## config.mk

```make
export PLATFORM = sky130hd
export DESIGN_NAME = mbist_march_ctrl_flat
export DESIGN_NICKNAME = d
export VERILOG_FILES = /design/src/rtl/mbist_pkg.sv /design/src/rtl/mbist_march_ctrl_if.sv /design/src/rtl/mbist_rd_cmp.sv /design/src/rtl/mbist_march_ctrl.sv /design/src/flat_wrapper.sv
export SDC_FILE = /design/constraint.sdc
export NUM_CORES = 1
export LEC_CHECK = 0
export CORE_MARGIN = 2
export CORE_UTILIZATION = 48
export DETAILED_ROUTE_END_ITERATION = 7
export PLACE_DENSITY = 0.76
export SYNTH_ARGS = -nofsm -noshare
export SYNTH_HDL_FRONTEND = slang
export SYNTH_SLANG_ARGS = --single-unit
```

## constraint.sdc

```tcl
create_clock -name clk -period 2.6 [get_ports clk]
set_clock_uncertainty 0.1 [all_clocks]
set_input_delay 0.39 -clock clk [delete_from_list [all_inputs] [get_ports clk]]
set_output_delay 0.39 -clock clk [all_outputs]
set_load 0.01 [all_outputs]
```

## src/rtl/mbist_pkg.sv

```systemverilog
// Shared types and March C- element tables for the MBIST controller.
// Table bit i describes element Mi.
package mbist_pkg;

  typedef enum logic [2:0] {M0, M1, M2, M3, M4, M5} elem_t;
  typedef enum logic [2:0] {IDLE, SETUP, RUN, DRAIN, DONE} state_t;

  localparam int NUM_ELEMS = 6;

  // Columns of the March C- table: {w0} {r0,w1} {r1,w0} v{r0,w1} v{r1,w0} {r0}
  localparam logic [NUM_ELEMS-1:0] ELEM_DOWN      = 6'b011000;
  localparam logic [NUM_ELEMS-1:0] ELEM_HAS_READ  = 6'b111110;
  localparam logic [NUM_ELEMS-1:0] ELEM_HAS_WRITE = 6'b011111;
  localparam logic [NUM_ELEMS-1:0] ELEM_RD_BG     = 6'b010100;
  localparam logic [NUM_ELEMS-1:0] ELEM_WR_BG     = 6'b001010;

  function automatic logic elem_two_ops(elem_t e);
    return ELEM_HAS_READ[e] & ELEM_HAS_WRITE[e];
  endfunction

  // Ops run read-then-write, so the write sits at index 1 only when a read precedes it.
  function automatic logic op_is_write(elem_t e, logic op);
    return ELEM_HAS_WRITE[e] && (op == ELEM_HAS_READ[e]);
  endfunction

  function automatic elem_t next_elem(elem_t e);
    return elem_t'(e + 3'd1);
  endfunction

endpackage

```

## src/rtl/mbist_march_ctrl_if.sv

```systemverilog
// Single-port test memory bus driven by the March engine.
interface mbist_mem_if #(
  parameter int DATA_WIDTH = 8,
  parameter int ADDR_WIDTH = 4
) ();
  logic                  write_read;
  logic [ADDR_WIDTH-1:0] address;
  logic [DATA_WIDTH-1:0] wdata;
  logic [DATA_WIDTH-1:0] rdata;

  modport master (output write_read, address, wdata, input rdata);
  modport slave  (input write_read, address, wdata, output rdata);
endinterface

```

## src/rtl/mbist_rd_cmp.sv

```systemverilog
// Expected-data pipeline aligned to memory read latency, comparator and
// first-failure capture with a saturating mismatch counter.
module mbist_rd_cmp
  import mbist_pkg::*;
#(
  parameter int DATA_WIDTH = 8,
  parameter int ADDR_WIDTH = 4,
  parameter int RD_LATENCY = 2,
  parameter int CNT_WIDTH  = 8
) (
  input  logic                  clk,
  input  logic                  rst_n,
  input  logic                  clear,
  input  logic                  load,
  input  logic [DATA_WIDTH-1:0] load_expected,
  input  logic [ADDR_WIDTH-1:0] load_addr,
  input  elem_t                 load_elem,
  input  logic [DATA_WIDTH-1:0] rdata,
  output logic                  fail,
  output logic [ADDR_WIDTH-1:0] fail_addr,
  output logic [2:0]            fail_elem,
  output logic [CNT_WIDTH-1:0]  fail_count
);

  typedef struct packed {
    logic                  valid;
    logic [DATA_WIDTH-1:0] expected;
    logic [ADDR_WIDTH-1:0] addr;
    elem_t                 elem;
  } cmp_entry_t;

  cmp_entry_t pipe [RD_LATENCY];
  cmp_entry_t tail;

  assign tail = pipe[RD_LATENCY-1];

  always_ff @(posedge clk or negedge rst_n) begin
    if (!rst_n) begin
      // NOTE: this array is a shift register, not a RAM; stale valid bits would raise false fails, so every stage is reset.
      for (int i = 0; i < RD_LATENCY; i++) pipe[i] <= '0;
      fail       <= 1'b0;
      fail_addr  <= '0;
      fail_elem  <= '0;
      fail_count <= '0;
    end else if (clear) begin
      for (int i = 0; i < RD_LATENCY; i++) pipe[i] <= '0;
      fail       <= 1'b0;
      fail_addr  <= '0;
      fail_elem  <= '0;
      fail_count <= '0;
    end else begin
      pipe[0] <= '{valid: load, expected: load_expected, addr: load_addr, elem: load_elem};
      for (int i = 1; i < RD_LATENCY; i++) pipe[i] <= pipe[i-1];
      if (tail.valid && (rdata != tail.expected)) begin
        if (fail_count != '1) fail_count <= fail_count + 1'b1;
        if (!fail) begin
          fail      <= 1'b1;
          fail_addr <= tail.addr;
          fail_elem <= tail.elem;
        end
      end
    end
  end

endmodule

```

## src/rtl/mbist_march_ctrl.sv

```systemverilog
// March C- BIST sequencer: walks the six elements over 0..LAST_ADDR with
// registered memory-bus outputs and hands every read to the comparator.
module mbist_march_ctrl
  import mbist_pkg::*;
#(
  parameter int DATA_WIDTH = 8,
  parameter int ADDR_WIDTH = 4,
  parameter int LAST_ADDR  = 2**ADDR_WIDTH - 1,
  parameter int RD_LATENCY = 2,
  parameter int CNT_WIDTH  = 8
) (
  input  logic                  clk,
  input  logic                  rst_n,
  input  logic                  start,
  mbist_mem_if.master           mem,
  output logic                  busy,
  output logic                  done,
  output logic                  fail,
  output logic [ADDR_WIDTH-1:0] fail_addr,
  output logic [2:0]            fail_elem,
  output logic [CNT_WIDTH-1:0]  fail_count
);

  localparam logic [ADDR_WIDTH-1:0] LAST = ADDR_WIDTH'(LAST_ADDR);
  localparam int DRAIN_W = $clog2(RD_LATENCY) + 1;

  state_t                state;
  elem_t                 elem;
  logic                  op;
  logic                  wr_q;
  logic [ADDR_WIDTH-1:0] addr_q;
  logic [DATA_WIDTH-1:0] wdata_q;
  logic [DRAIN_W-1:0]    drain_cnt;

  function automatic logic [ADDR_WIDTH-1:0] first_addr(elem_t e);
    return ELEM_DOWN[e] ? LAST : '0;
  endfunction

  function automatic logic [DATA_WIDTH-1:0] wr_bg(elem_t e);
    return {DATA_WIDTH{ELEM_WR_BG[e]}};
  endfunction

  logic at_end, last_op, accept;
  assign at_end  = (addr_q == (ELEM_DOWN[elem] ? '0 : LAST));
  assign last_op = !elem_two_ops(elem) || op;
  assign accept  = start && ((state == IDLE) || (state == DONE));

  always_ff @(posedge clk or negedge rst_n) begin
    if (!rst_n) begin
      state     <= IDLE;
      elem      <= M0;
      op        <= 1'b0;
      wr_q      <= 1'b0;
      addr_q    <= '0;
      wdata_q   <= '0;
      drain_cnt <= '0;
      busy      <= 1'b0;
      done      <= 1'b0;
    end else begin
      // NOTE: state and outputs use non-blocking assignments so every register sees pre-edge values.
      case (state)
        IDLE, DONE: begin
          if (start) begin
            state   <= SETUP;
            elem    <= M0;
            busy    <= 1'b1;
            done    <= 1'b0;
            wr_q    <= 1'b0;
            addr_q  <= first_addr(M0);
            wdata_q <= wr_bg(M0);
          end
        end
        SETUP: begin
          state <= RUN;
          op    <= 1'b0;
          wr_q  <= op_is_write(elem, 1'b0);
        end
        RUN: begin
          if (!last_op) begin
            op   <= 1'b1;
            wr_q <= op_is_write(elem, 1'b1);
          end else if (!at_end) begin
            op     <= 1'b0;
            wr_q   <= op_is_write(elem, 1'b0);
            addr_q <= ELEM_DOWN[elem] ? addr_q - 1'b1 : addr_q + 1'b1;
          end else if (elem == M5) begin
            state     <= DRAIN;
            wr_q      <= 1'b0;
            drain_cnt <= '0;
          end else begin
            // wdata changes here, one cycle before the element's first write.
            state   <= SETUP;
            elem    <= next_elem(elem);
            wr_q    <= 1'b0;
            addr_q  <= first_addr(next_elem(elem));
            wdata_q <= wr_bg(next_elem(elem));
          end
        end
        DRAIN: begin
          drain_cnt <= drain_cnt + 1'b1;
          if (drain_cnt == DRAIN_W'(RD_LATENCY - 1)) begin
            state <= DONE;
            busy  <= 1'b0;
            done  <= 1'b1;
          end
        end
        default: state <= IDLE;
      endcase
    end
  end

  assign mem.write_read = wr_q;
  assign mem.address    = addr_q;
  assign mem.wdata      = wdata_q;

  mbist_rd_cmp #(
    .DATA_WIDTH (DATA_WIDTH),
    .ADDR_WIDTH (ADDR_WIDTH),
    .RD_LATENCY (RD_LATENCY),
    .CNT_WIDTH  (CNT_WIDTH)
  ) u_rd_cmp (
    .clk           (clk),
    .rst_n         (rst_n),
    .clear         (accept),
    .load          ((state == RUN) && !wr_q),
    .load_expected ({DATA_WIDTH{ELEM_RD_BG[elem]}}),
    .load_addr     (addr_q),
    .load_elem     (elem),
    .rdata         (mem.rdata),
    .fail          (fail),
    .fail_addr     (fail_addr),
    .fail_elem     (fail_elem),
    .fail_count    (fail_count)
  );

endmodule

```

## src/flat_wrapper.sv

```systemverilog
// flat-port wrapper written by rule: the top's interface ports become plain ports
module mbist_march_ctrl_flat import mbist_pkg::*;
#(
  parameter int DATA_WIDTH = 8,
  parameter int ADDR_WIDTH = 4,
  parameter int LAST_ADDR  = 2**ADDR_WIDTH - 1,
  parameter int RD_LATENCY = 2,
  parameter int CNT_WIDTH  = 8
)
  (clk, rst_n, start, busy, done, fail, fail_addr, fail_elem, fail_count, mem_write_read, mem_address, mem_wdata, mem_rdata);
  mbist_mem_if #(.DATA_WIDTH(DATA_WIDTH), .ADDR_WIDTH(ADDR_WIDTH)) mem_i ();
  input  logic clk;
  input  logic rst_n;
  input  logic start;
  output logic busy;
  output logic done;
  output logic fail;
  output logic [ADDR_WIDTH-1:0] fail_addr;
  output logic [2:0] fail_elem;
  output logic [CNT_WIDTH-1:0] fail_count;
  output wire logic [$bits(mem_i.write_read)-1:0] mem_write_read;
  output wire logic [$bits(mem_i.address)-1:0] mem_address;
  output wire logic [$bits(mem_i.wdata)-1:0] mem_wdata;
  input wire logic [$bits(mem_i.rdata)-1:0] mem_rdata;
  assign mem_write_read = mem_i.write_read;
  assign mem_address = mem_i.address;
  assign mem_wdata = mem_i.wdata;
  assign mem_i.rdata = mem_rdata;
  mbist_march_ctrl #(.DATA_WIDTH(DATA_WIDTH), .ADDR_WIDTH(ADDR_WIDTH), .LAST_ADDR(LAST_ADDR), .RD_LATENCY(RD_LATENCY), .CNT_WIDTH(CNT_WIDTH)) u_core (.clk(clk), .rst_n(rst_n), .start(start), .mem(mem_i), .busy(busy), .done(done), .fail(fail), .fail_addr(fail_addr), .fail_elem(fail_elem), .fail_count(fail_count));
endmodule
```

Yosys cells after proc, flatten, opt, wreduce, memory -nomap -nowiden. Memory sizes are Yosys's and may differ from the RTL's. Index checks and enable logic that the tools add are counted.

Flip-flop bits (word level): 72. Bits in read-only memories: 48. Input port bits: 11. Memories kept: 6.

Memory list: (no name shown) (depth 8, bits a word 1, rd ports 1, clocked after memory_dff 0, wr ports 0, line mbist_march_ctrl.sv:44) `assign at_end = (addr_q == (ELEM_DOWN[elem] ? '0 : LAST));`; (no name shown) (depth 8, bits a word 1, rd ports 1, clocked after memory_dff 0, wr ports 0, line mbist_march_ctrl.sv:36) `return ELEM_DOWN[e] ? LAST : '0;`; (no name shown) (depth 8, bits a word 1, rd ports 1, clocked after memory_dff 0, wr ports 0, line mbist_march_ctrl.sv:40) `return {DATA_WIDTH{ELEM_WR_BG[e]}};`; (no name shown) (depth 8, bits a word 1, rd ports 1, clocked after memory_dff 0, wr ports 0, line mbist_march_ctrl.sv:126) `.load_expected ({DATA_WIDTH{ELEM_RD_BG[elem]}}),`; (no name shown) (depth 8, bits a word 1, rd ports 1, clocked after memory_dff 0, wr ports 0, line mbist_pkg.sv:18) `return ELEM_HAS_READ[e] & ELEM_HAS_WRITE[e];`; (no name shown) (depth 8, bits a word 1, rd ports 1, clocked after memory_dff 0, wr ports 0, line mbist_pkg.sv:18).

$add $sub $neg: 5. Magnitude comparators: 2. Equality and inequality tests: 18. Muxes and demuxes: 58. Bitwise logic cells: 2. Reduce and logical (&&, ||, !) cells: 27.

Operator list (number): 8-bit 2-to-1 mux (7); 4-bit 2-to-1 mux (10); 3-bit 2-to-1 mux (11); 32-bit 2-to-1 mux (1); 1-bit 2-to-1 mux (16); 8-bit one-hot mux with 2 select lines (1); 3-bit one-hot mux with 4 select lines (1); 4-bit AND reduction (3); 2-bit nonzero test (6); 2-bit by 1-bit != test with 1-bit output (second input constant) (5); 8-bit by 1-bit adder with 8-bit output (second input constant) (1); 3-bit by 4-bit less-than comparator with 1-bit output (second input constant) (2); 2-bit 2-to-1 mux (4); 8-bit != test (1); 8-bit != test (second input constant) (1); 4-bit one-hot mux with 2 select lines (1); 2-bit AND reduction (4); 3-bit by 2-bit == test with 1-bit output (second input constant) (2); 3-bit == test (second input constant) (2); 3-bit != test (second input constant) (2); 1-bit one-hot mux with 2 select lines (3); 3-bit one-hot mux with 2 select lines (1); 1-bit logical AND (5); 5-bit AND reduction (1); other kinds (18) (21).

Logic depth before layout (Yosys ltp). Gate-level depths: netlist of run 1.

Depth in word-level cells: 8. Mapped depth: 9. Mapped depth without buffers: 9.

Cells and area by module. Synthesis of run 1 repeated with hierarchy kept, for this count alone.

Cells, all modules: 295. Area, all modules: 3191.8 um2.

By module, submodules not included: mbist_rd_cmp (times used 1, cells each 151, area an instance 1878.1 um2, sequential area each 1201.2 um2); mbist_march_ctrl (times used 1, cells each 144, area an instance 1313.8 um2, sequential area each 425.4 um2).

Least setup slack after synthesis of run 1. OpenSTA, ideal clock, no wires.

Path type: register -> register. From: register u_core.elem[0]. To: register u_core.addr_q[0], in the netlist u_core.mem.address[0]. Setup time: 0.125 ns. Data arrival time: 2.455 ns. Data required time: 2.375 ns. Setup slack: -0.080 ns. Stages on the path, launching flop included: 10. Path buffers: 0. Period minus slack after synthesis: 2.680 ns. Path through: dfrtp_1 > ha_1 > nand2b_4 > nand2_1 > ha_1 > nand2_1 > a2111oi_4 > o21ai_2 > o21ai_2 > mux2_2.

Longest elaborated chain between the ends: 8. Elaborated cells on any way between the ends: 24. Classes of those cells: 1 x add/sub; 4 x eq/ne; 11 x mux; 1 x bitwise; 3 x reduce/logical; 4 x memory.

Ends and longest elaborated chain: start, declared (line mbist_march_ctrl.sv:28) `elem_t elem;`; start signal, assigned (line mbist_march_ctrl.sv:93) `elem <= next_elem(elem);`; 3-bit by 1-bit adder with 3-bit output (line mbist_pkg.sv:27) `return elem_t'(e + 3'd1);`; memory 8 x 1 bit; 1-bit 2-to-1 mux (not written as such) (line mbist_march_ctrl.sv:36); 4-bit 2-to-1 mux (line mbist_march_ctrl.sv:36); 4-bit 2-to-1 mux (line mbist_march_ctrl.sv:86) `end else if (elem == M5) begin`; 4-bit 2-to-1 mux (line mbist_march_ctrl.sv:82) `end else if (!at_end) begin`; 4-bit 2-to-1 mux (line mbist_march_ctrl.sv:79) `if (!last_op) begin`; 4-bit one-hot mux with 2 select lines (line mbist_march_ctrl.sv:61) `case (state)`; end signal, assigned (line mbist_march_ctrl.sv:69) `addr_q <= first_addr(M0);`; end signal, assigned (line mbist_march_ctrl.sv:85) `addr_q <= ELEM_DOWN[elem] ? addr_q - 1'b1 : addr_q + 1'b1;`; end signal, assigned (line mbist_march_ctrl.sv:95) `addr_q <= first_addr(next_elem(elem));`; end, declared (line mbist_march_ctrl.sv:31) `logic [ADDR_WIDTH-1:0] addr_q;`.

Parallel ways exist; a longest one is shown, timed or not. The select of a mux whose other input is x is not followed. A chain may end at the register's enable or synchronous reset.

Worst setup path after layout of run 1.
From: register u_core.elem[0]. To: register u_core.addr_q[2], in the netlist u_core.mem.address[2].

Same word-level chain as after synthesis.

==> results.sh, run 1 <==
export IMPL_crit_arrival_ns=2.57
export IMPL_ir_drop_mv=0.494
export IMPL_timing_slew_headroom=0.626
export IMPL_path_max_fanout=6
export IMPL_die_area_um2=5990
export IMPL_timing_final_crit_share=0.950
export IMPL_hpwl_um=3860
export IMPL_pwr_share_comb=0.365
export IMPL_cellInternalPower_uw=1550
export IMPL_setup_worst_path_end="u_core.mem.address[2]"
export IMPL_rr_worst_depth=9
export IMPL_grt_pass1_vias=1980
export IMPL_p_seq_frac=0.440
export IMPL_htreeDepth=2
export IMPL_swShare=0.367
export IMPL_crit_type="register to register"
export IMPL_chipHeight_um=77.4
export IMPL_critPathRequiredTime_ns=2.70
export IMPL_io_pins=42
export IMPL_die_w_um=77.4
export IMPL_rr_startpoint="u_core.elem[0]"
export IMPL_clk_latency_ns=0.31
export IMPL_design_core_area_um2=5140
export IMPL_fillers=466
export IMPL_dpl_worst_slack_ns=-0.0324
export IMPL_drtIter0Drc=106
export IMPL_antenna_found_initial=0
export IMPL_cts_root_buffer="clkbuf_8"
export IMPL_start_util=0.503
export IMPL_slew_viol_final=0
export IMPL_port_buffers=41
export IMPL_hold_ws_ns=0.356
export IMPL_antenna_cells=0
export IMPL_maxCapViolations=0
export IMPL_globalplace_congestion=0.894
export IMPL_ys_seq_area_frac=0.494
export IMPL_clkTransAtPathRegs_ns=0.10
export IMPL_start_kind="register"
export IMPL_tns_ns=0
export IMPL_cts_sinks=51
export IMPL_switchingPower_uw=898
export IMPL_final_common_cell="dfrtp_1"
export IMPL_vias=2005
export IMPL_min_path_type="register to register"
export IMPL_dr_pass1_iters=4
export IMPL_fin_crit_ns=2.47
export IMPL_clkPwrFrac=0.195
export IMPL_grt_pass1_wl_um=8980
export IMPL_wl_per_cell_um=13.7
export IMPL_drc=0
export IMPL_ys_seq_elements=51
export IMPL_postRouteAntennaNets=0
export IMPL_drive_gt1_frac=0.132
export IMPL_power_per_cell_area_nw_per_um2=761
export IMPL_r2r_slack_ns=0.13
export IMPL_cp_startpoint="u_core.elem[0]"
export IMPL_timing_fmax_mhz=405
export IMPL_wl_um=5230
export IMPL_syn_avg_cell_area_um2=9.71
export IMPL_layout_common_cells="dfrtp_1, clkdlybuf4s50_1, nand2_1, nor2_1, o21ai_0"
export IMPL_outcome="completed"
export IMPL_cts_path_max_buffers=2
export IMPL_setup_slack_ns=0.130
export IMPL_synthesis_area_um2=2580
export IMPL_grt_overflow_total=0
export IMPL_grtUsageTotal=0.187
export IMPL_multiInputGateArea_um2=1200
export IMPL_worst_pin_slew_ns=0.562
export IMPL_cts_buffers=5
export IMPL_regArea_um2=1280
export IMPL_endpoint_kind="register"
export IMPL_rr_endpoint="u_core.mem.address[2]"
export IMPL_syn_inst=266
export IMPL_synth_nets=286
export IMPL_rsz0062_at_grt="false"
export IMPL_hold_violations=0
export IMPL_syn_to_final_growth_pct=24.6
export IMPL_placed_cells=372
export IMPL_setup_viol=0
export IMPL_cts_tree="done"
export IMPL_finalNetCount=330
export IMPL_stdcell_count=381
export IMPL_rows=26
export IMPL_yosysWarnings=0
export IMPL_p_leak_uw=0.00141
export IMPL_grt_max_degree=26
export IMPL_synth_cell_types=42
export IMPL_avgViaCountPerCell=5.26
==> cell families after synthesis <==
kind of cell,after synthesis,synth area share
AO/OA/AOI/OAI,57,0.142
AND/OR/NAND/NOR,109,0.218
XOR/XNOR,4,0.0136
adder cells (fa/ha/maj),9,0.0465
multiplexers,8,0.0329
flip-flops,51,0.494
buffers and inverters,28,0.0528
==> layout make-up <==
cell class	instances	area share
Tap cell	70	0.0272
Clock buffer	5	0.0214
Timing Repair Buffer	56	0.162
Sequential cell	51	0.396
Multi-Input combinational cell	187	0.374
Clock inverter	3	0.00894
Inverter	9	0.0105
==> layer usage <==
layer | global-route usage | routed length, µm | vias to the layer above
li1 | - | - | 1011
met1 | 0.231 | 2330 | 943
met2 | 0.321 | 2600 | 40
met3 | 0.0407 | 204 | 11
met4 | 0.0750 | 101 | 0
met5 | 0 | 0 | -
==> repair_timing <==
action,4_1_cts,5_1_grt
endpoints found under the hold margin,23,0
hold buffers,1,0
resized for setup,5,1
gates cloned,0,0
setup endpoints to repair,4,3
buffers inserted,0,0
pin swaps,1,1
==> metrics by stage <==
step	power [µW]	instance area, µm²	util
3_3_place_gp	1960	3080	0.599
5_1_grt	2640	3220	0.626
2_1_floorplan	1650	2580	-
4_1_cts	2480	3220	0.626
3_5_place_dp	1980	3080	0.599
6_report	2450	3220	0.626
==> worst max-delay path, cell delays in order, from the launching register on <==
cell and delay (ns):
dfrtp_1 0.41, ha_2 0.21, nand2b_4 0.11, nand2_2 0.11, ha_4 0.30, and3_1 0.17, and4_4 0.27, o21ai_2 0.09
o21ai_2 0.22, mux2_2 0.36
==> state kept, by name, indices dropped and copies added (netlist names) <==
register                    flops
u_core.u_rd_cmp.fail            1
u_core.drain_cnt                2
u_core.u_rd_cmp.fail_addr       4
u_core.mem.address              4
u_core.u_rd_cmp.fail_elem       3
u_core.u_rd_cmp.fail_count      8
u_core.mem.wdata                1
u_core.busy                     1
u_core.u_rd_cmp.pipe           18
u_core.op                       1
u_core.done                     1
u_core.mem.write_read           1
u_core.elem                     3
u_core.state                    3
==> power by group through the flow <==
stage               registers (µW)  logic (µW)  clock network, µW
floorplan                     1080         569                  0
global placement              1090         872                  0
detailed placement            1090         895                  0
CTS                           1080         904                496
global route                  1100        1020                526
finish                        1080         894                478
==> worst min path at each step <==
stage / start / end / slack [ns] / cells after the start
6_report: u_core.u_rd_cmp.pipe[21] / u_core.u_rd_cmp.pipe[5] / 0.36 / 1
5_1_grt: u_core.u_rd_cmp.pipe[29] / u_core.u_rd_cmp.pipe[13] / 0.39 / 1
4_1_cts: u_core.u_rd_cmp.pipe[21] / u_core.u_rd_cmp.pipe[5] / 0.36 / 1
3_5_place_dp: rst_n / u_core.mem.address[0] / 0.32 / 1
3_3_place_gp: rst_n / u_core.mem.address[2] / 0.30 / 1
2_1_floorplan: rst_n / u_core.busy / -0.006 / 0
==> Yosys cell counts (all sizes together) <==
cell type | n | share of area
a21oi | 15 | 0.029
nor2 | 16 | 0.023
nand2 | 32 | 0.046
mux2 | 4 | 0.017
nor4 | 1 | 0.0048
nand3 | 14 | 0.027
o31ai | 3 | 0.0087
a31o | 2 | 0.0068
a2111oi | 2 | 0.014
fa | 1 | 0.0077
a211oi | 2 | 0.0058
or3 | 2 | 0.0048
and3 | 2 | 0.0048
buf | 12 | 0.030
inv | 9 | 0.013
dfrtp | 51 | 0.49
xnor2 | 4 | 0.014
or2 | 2 | 0.0048
a21o | 1 | 0.0029
mux2i | 4 | 0.015
or4 | 3 | 0.0087
o221ai | 2 | 0.0068
o211ai | 1 | 0.0029
clkbuf | 7 | 0.010
and2 | 14 | 0.034
nand2b | 7 | 0.020
nor3 | 9 | 0.019
ha | 8 | 0.039
nand4 | 4 | 0.0097
a22oi | 1 | 0.0029
and4 | 3 | 0.010
a221o | 1 | 0.0039
o21ba | 1 | 0.0039
o22ai | 3 | 0.0073
o21ai | 23 | 0.047
No activity file was read; power rests on OpenSTA's default activity.
==> run 2, diff against run 1 <==
--- a/config.mk
+++ b/config.mk
@@ -8,6 +8,7 @@
 export CORE_MARGIN = 2
 export CORE_UTILIZATION = 48
 export DETAILED_ROUTE_END_ITERATION = 7
+export GPL_TIMING_DRIVEN = 0
 export PLACE_DENSITY = 0.76
 export SYNTH_ARGS = -nofsm -noshare
 export SYNTH_HDL_FRONTEND = slang
==> run 2 against run 1 <==
Effect of this change: utilization rose by 1.5 points; critical endpoint is now u_core.mem.address[3]; largest cell class unchanged; largest power group unchanged; setup slack worse by 0.042 ns; clock-buffer cell count unchanged; highest routed layer unchanged; register-to-register slack got worse by 0.04 ns; via count increased by 4.2%; hold slack got worse by 0.0038 ns; final area rose by 2.4%; die area unchanged.
==> results.sh, run 2 (synthesis results as in run 1) <==
export IMPL_dr_pass1_iters=4
export IMPL_total_power_uw=2430
export IMPL_drtIter0Drc=137
export IMPL_crit_type="register to register"
export IMPL_critPathRequiredTime_ns=2.74
export IMPL_grt_pass1_vias=1988
export IMPL_rows=26
export IMPL_avgViaCountPerCell=5.32
export IMPL_die_area_um2=5990
export IMPL_stdcell_area_um2=3300
export IMPL_hold_violations=0
export IMPL_grt_pass1_wl_um=9130
export IMPL_htreeDepth=2
export IMPL_globalplace_congestion=0.876
export IMPL_r2r_slack_ns=0.09
export IMPL_fin_crit_ns=2.51
export IMPL_cp_slowest_cell="dfrtp_2"
export IMPL_cts_path_max_buffers=2
export IMPL_wl_um=5420
export IMPL_rr_worst_depth=9
export IMPL_start_util=0.503
export IMPL_top_register="u_core.u_rd_cmp.pipe"
export IMPL_finalNetCount=342
export IMPL_start_kind="register"
export IMPL_design_core_area_um2=5140
export IMPL_slew_viol_final=0
export IMPL_min_path_type="register to register"
export IMPL_io_pins=42
export IMPL_grt_overflow_total=0
export IMPL_crit_arrival_ns=2.66
export IMPL_layout_common_cells="dfrtp_1, clkdlybuf4s50_1, nand2_1, nor2_1, o21ai_0"
export IMPL_timing_slew_headroom=0.626
export IMPL_timing_final_crit_share=0.966
export IMPL_final_common_cell="dfrtp_1"
export IMPL_drc=0
export IMPL_setup_viol=0
export IMPL_die_w_um=77.4
export IMPL_p_leak_uw=0.00144
export IMPL_maxCapViolations=0
export IMPL_vias=2089
export IMPL_grtUsageTotal=0.188
export IMPL_place_area_um2=3100
export IMPL_drive_gt1_frac=0.149
export IMPL_clk_latency_ns=0.30
export IMPL_wl_per_cell_um=13.8
export IMPL_grt_max_degree=34
export IMPL_rr_endpoint="u_core.mem.address[3]"
export IMPL_hold_depth=1
export IMPL_critPathMaxStageDelay_ns=0.44
export IMPL_chipHeight_um=77.4
export IMPL_crit_family="simple AND/OR/NAND/NOR gates"
export IMPL_path_max_fanout=6
export IMPL_postRouteAntennaNets=0
export IMPL_path_buf_inv=1
export IMPL_cp_startpoint="u_core.elem[0]"
export IMPL_outcome="completed"
export IMPL_antenna_cells=0
export IMPL_cts_sinks=51
export IMPL_port_buffers=41
export IMPL_rr_startpoint="u_core.elem[0]"
export IMPL_cts_buffers=5
export IMPL_largest_reg_flops=18
export IMPL_path_cells="buf_4 -> nand2b_2 -> nand2_4 -> ha_4 -> and3_1 -> and4_4 -> or2_1 -> a2111oi_0 -> a221o_1"
export IMPL_power_per_cell_area_nw_per_um2=739
export IMPL_worst_pin_slew_ns=0.557
export IMPL_syn_to_final_growth_pct=27.6
export IMPL_cts_root_buffer="clkbuf_8"
export IMPL_hold_start="u_core.u_rd_cmp.pipe[17]"
export IMPL_ir_drop_mv=0.500
export IMPL_reg_top3="u_core.u_rd_cmp.pipe: 18 flops, u_core.u_rd_cmp.fail_count: 8 flops"
export IMPL_endpoint_kind="register"
export IMPL_hpwl_um=3830
export IMPL_antenna_found_initial=0
export IMPL_clkTransAtPathRegs_ns=0.09
export IMPL_hold_path_end="u_core.u_rd_cmp.pipe[1]"
export IMPL_timing_fmax_mhz=398
export IMPL_cts_tree="done"
## run 2: report_power, final
group          switching [µW]  total [µW]  internal [µW]  leakage (µW)
sequential                117        1050            936      0.000686
clock                     264         451            188     0.0000402
combinational             522         929            407      0.000709
total                     903        2430           1530       0.00144
## run 2: worst max-delay path by stage
stage | to | slack [ns] | depth (start not counted)
final | u_core.mem.address[3] | 0.09 | 9
after global placement | u_core.u_rd_cmp.fail | -0.48 | 1
after floorplan | u_core.mem.address[0] | 0.04 | 9
after CTS | u_core.elem[2] | 0.01 | 9
after global routing | u_core.mem.address[1] | -0.02 | 9
after detailed placement | u_core.mem.address[1] | -0.25 | 9
## run 2: routing by layer
layer	vias to the layer above	global-route usage	part of all wire
met5	-	0	0
met4	0	0.0893	0.019
met3	12	0.0349	0.058
met2	58	0.299	0.47
met1	983	0.251	0.45
li1	1036	-	-
## run 2: final cells by class
class,count,area (µm²)
inverters,9,33.8
flip-flops and latches,51,1280
repair buffers,49,480
clock inverters,3,20.0
well taps,70,87.6
clock buffers,5,68.8
multi-input cells,187,1220
fillers,460,1840
plain buffers,19,103
## run 2: what timing repair did
item	CTS	global route
endpoints found under the hold margin	18	0
gates resized for setup	7	4
buffers inserted	4	2
pin swaps	1	3
hold buffers	1	0
setup endpoints to repair	12	10
## run 2: worst register-to-register path, stage by stage (launching register included)
cell and delay (ns):
dfrtp_2 0.44, buf_4 0.14, nand2b_2 0.25, nand2_4 0.14, ha_4 0.21, and3_1 0.19, and4_4 0.22, or2_1 0.22
a2111oi_0 0.33, a221o_1 0.21
## run 2: metrics by stage
step / util / cells / hold slack [ns] / TNS, ns / setup WS [ns]
2_1_floorplan: - / 266 / -0.00559 / 0 / 0.0401
3_3_place_gp: 0.600 / 377 / 0.331 / -25.47 / -0.478
3_5_place_dp: 0.602 / 378 / 0.270 / -1.82 / -0.248
4_1_cts: 0.634 / 391 / 0.356 / 0 / 0.0148
5_1_grt: 0.641 / 393 / 0.381 / -0.0666 / -0.0187
6_report: 0.641 / 393 / 0.352 / 0 / 0.0877
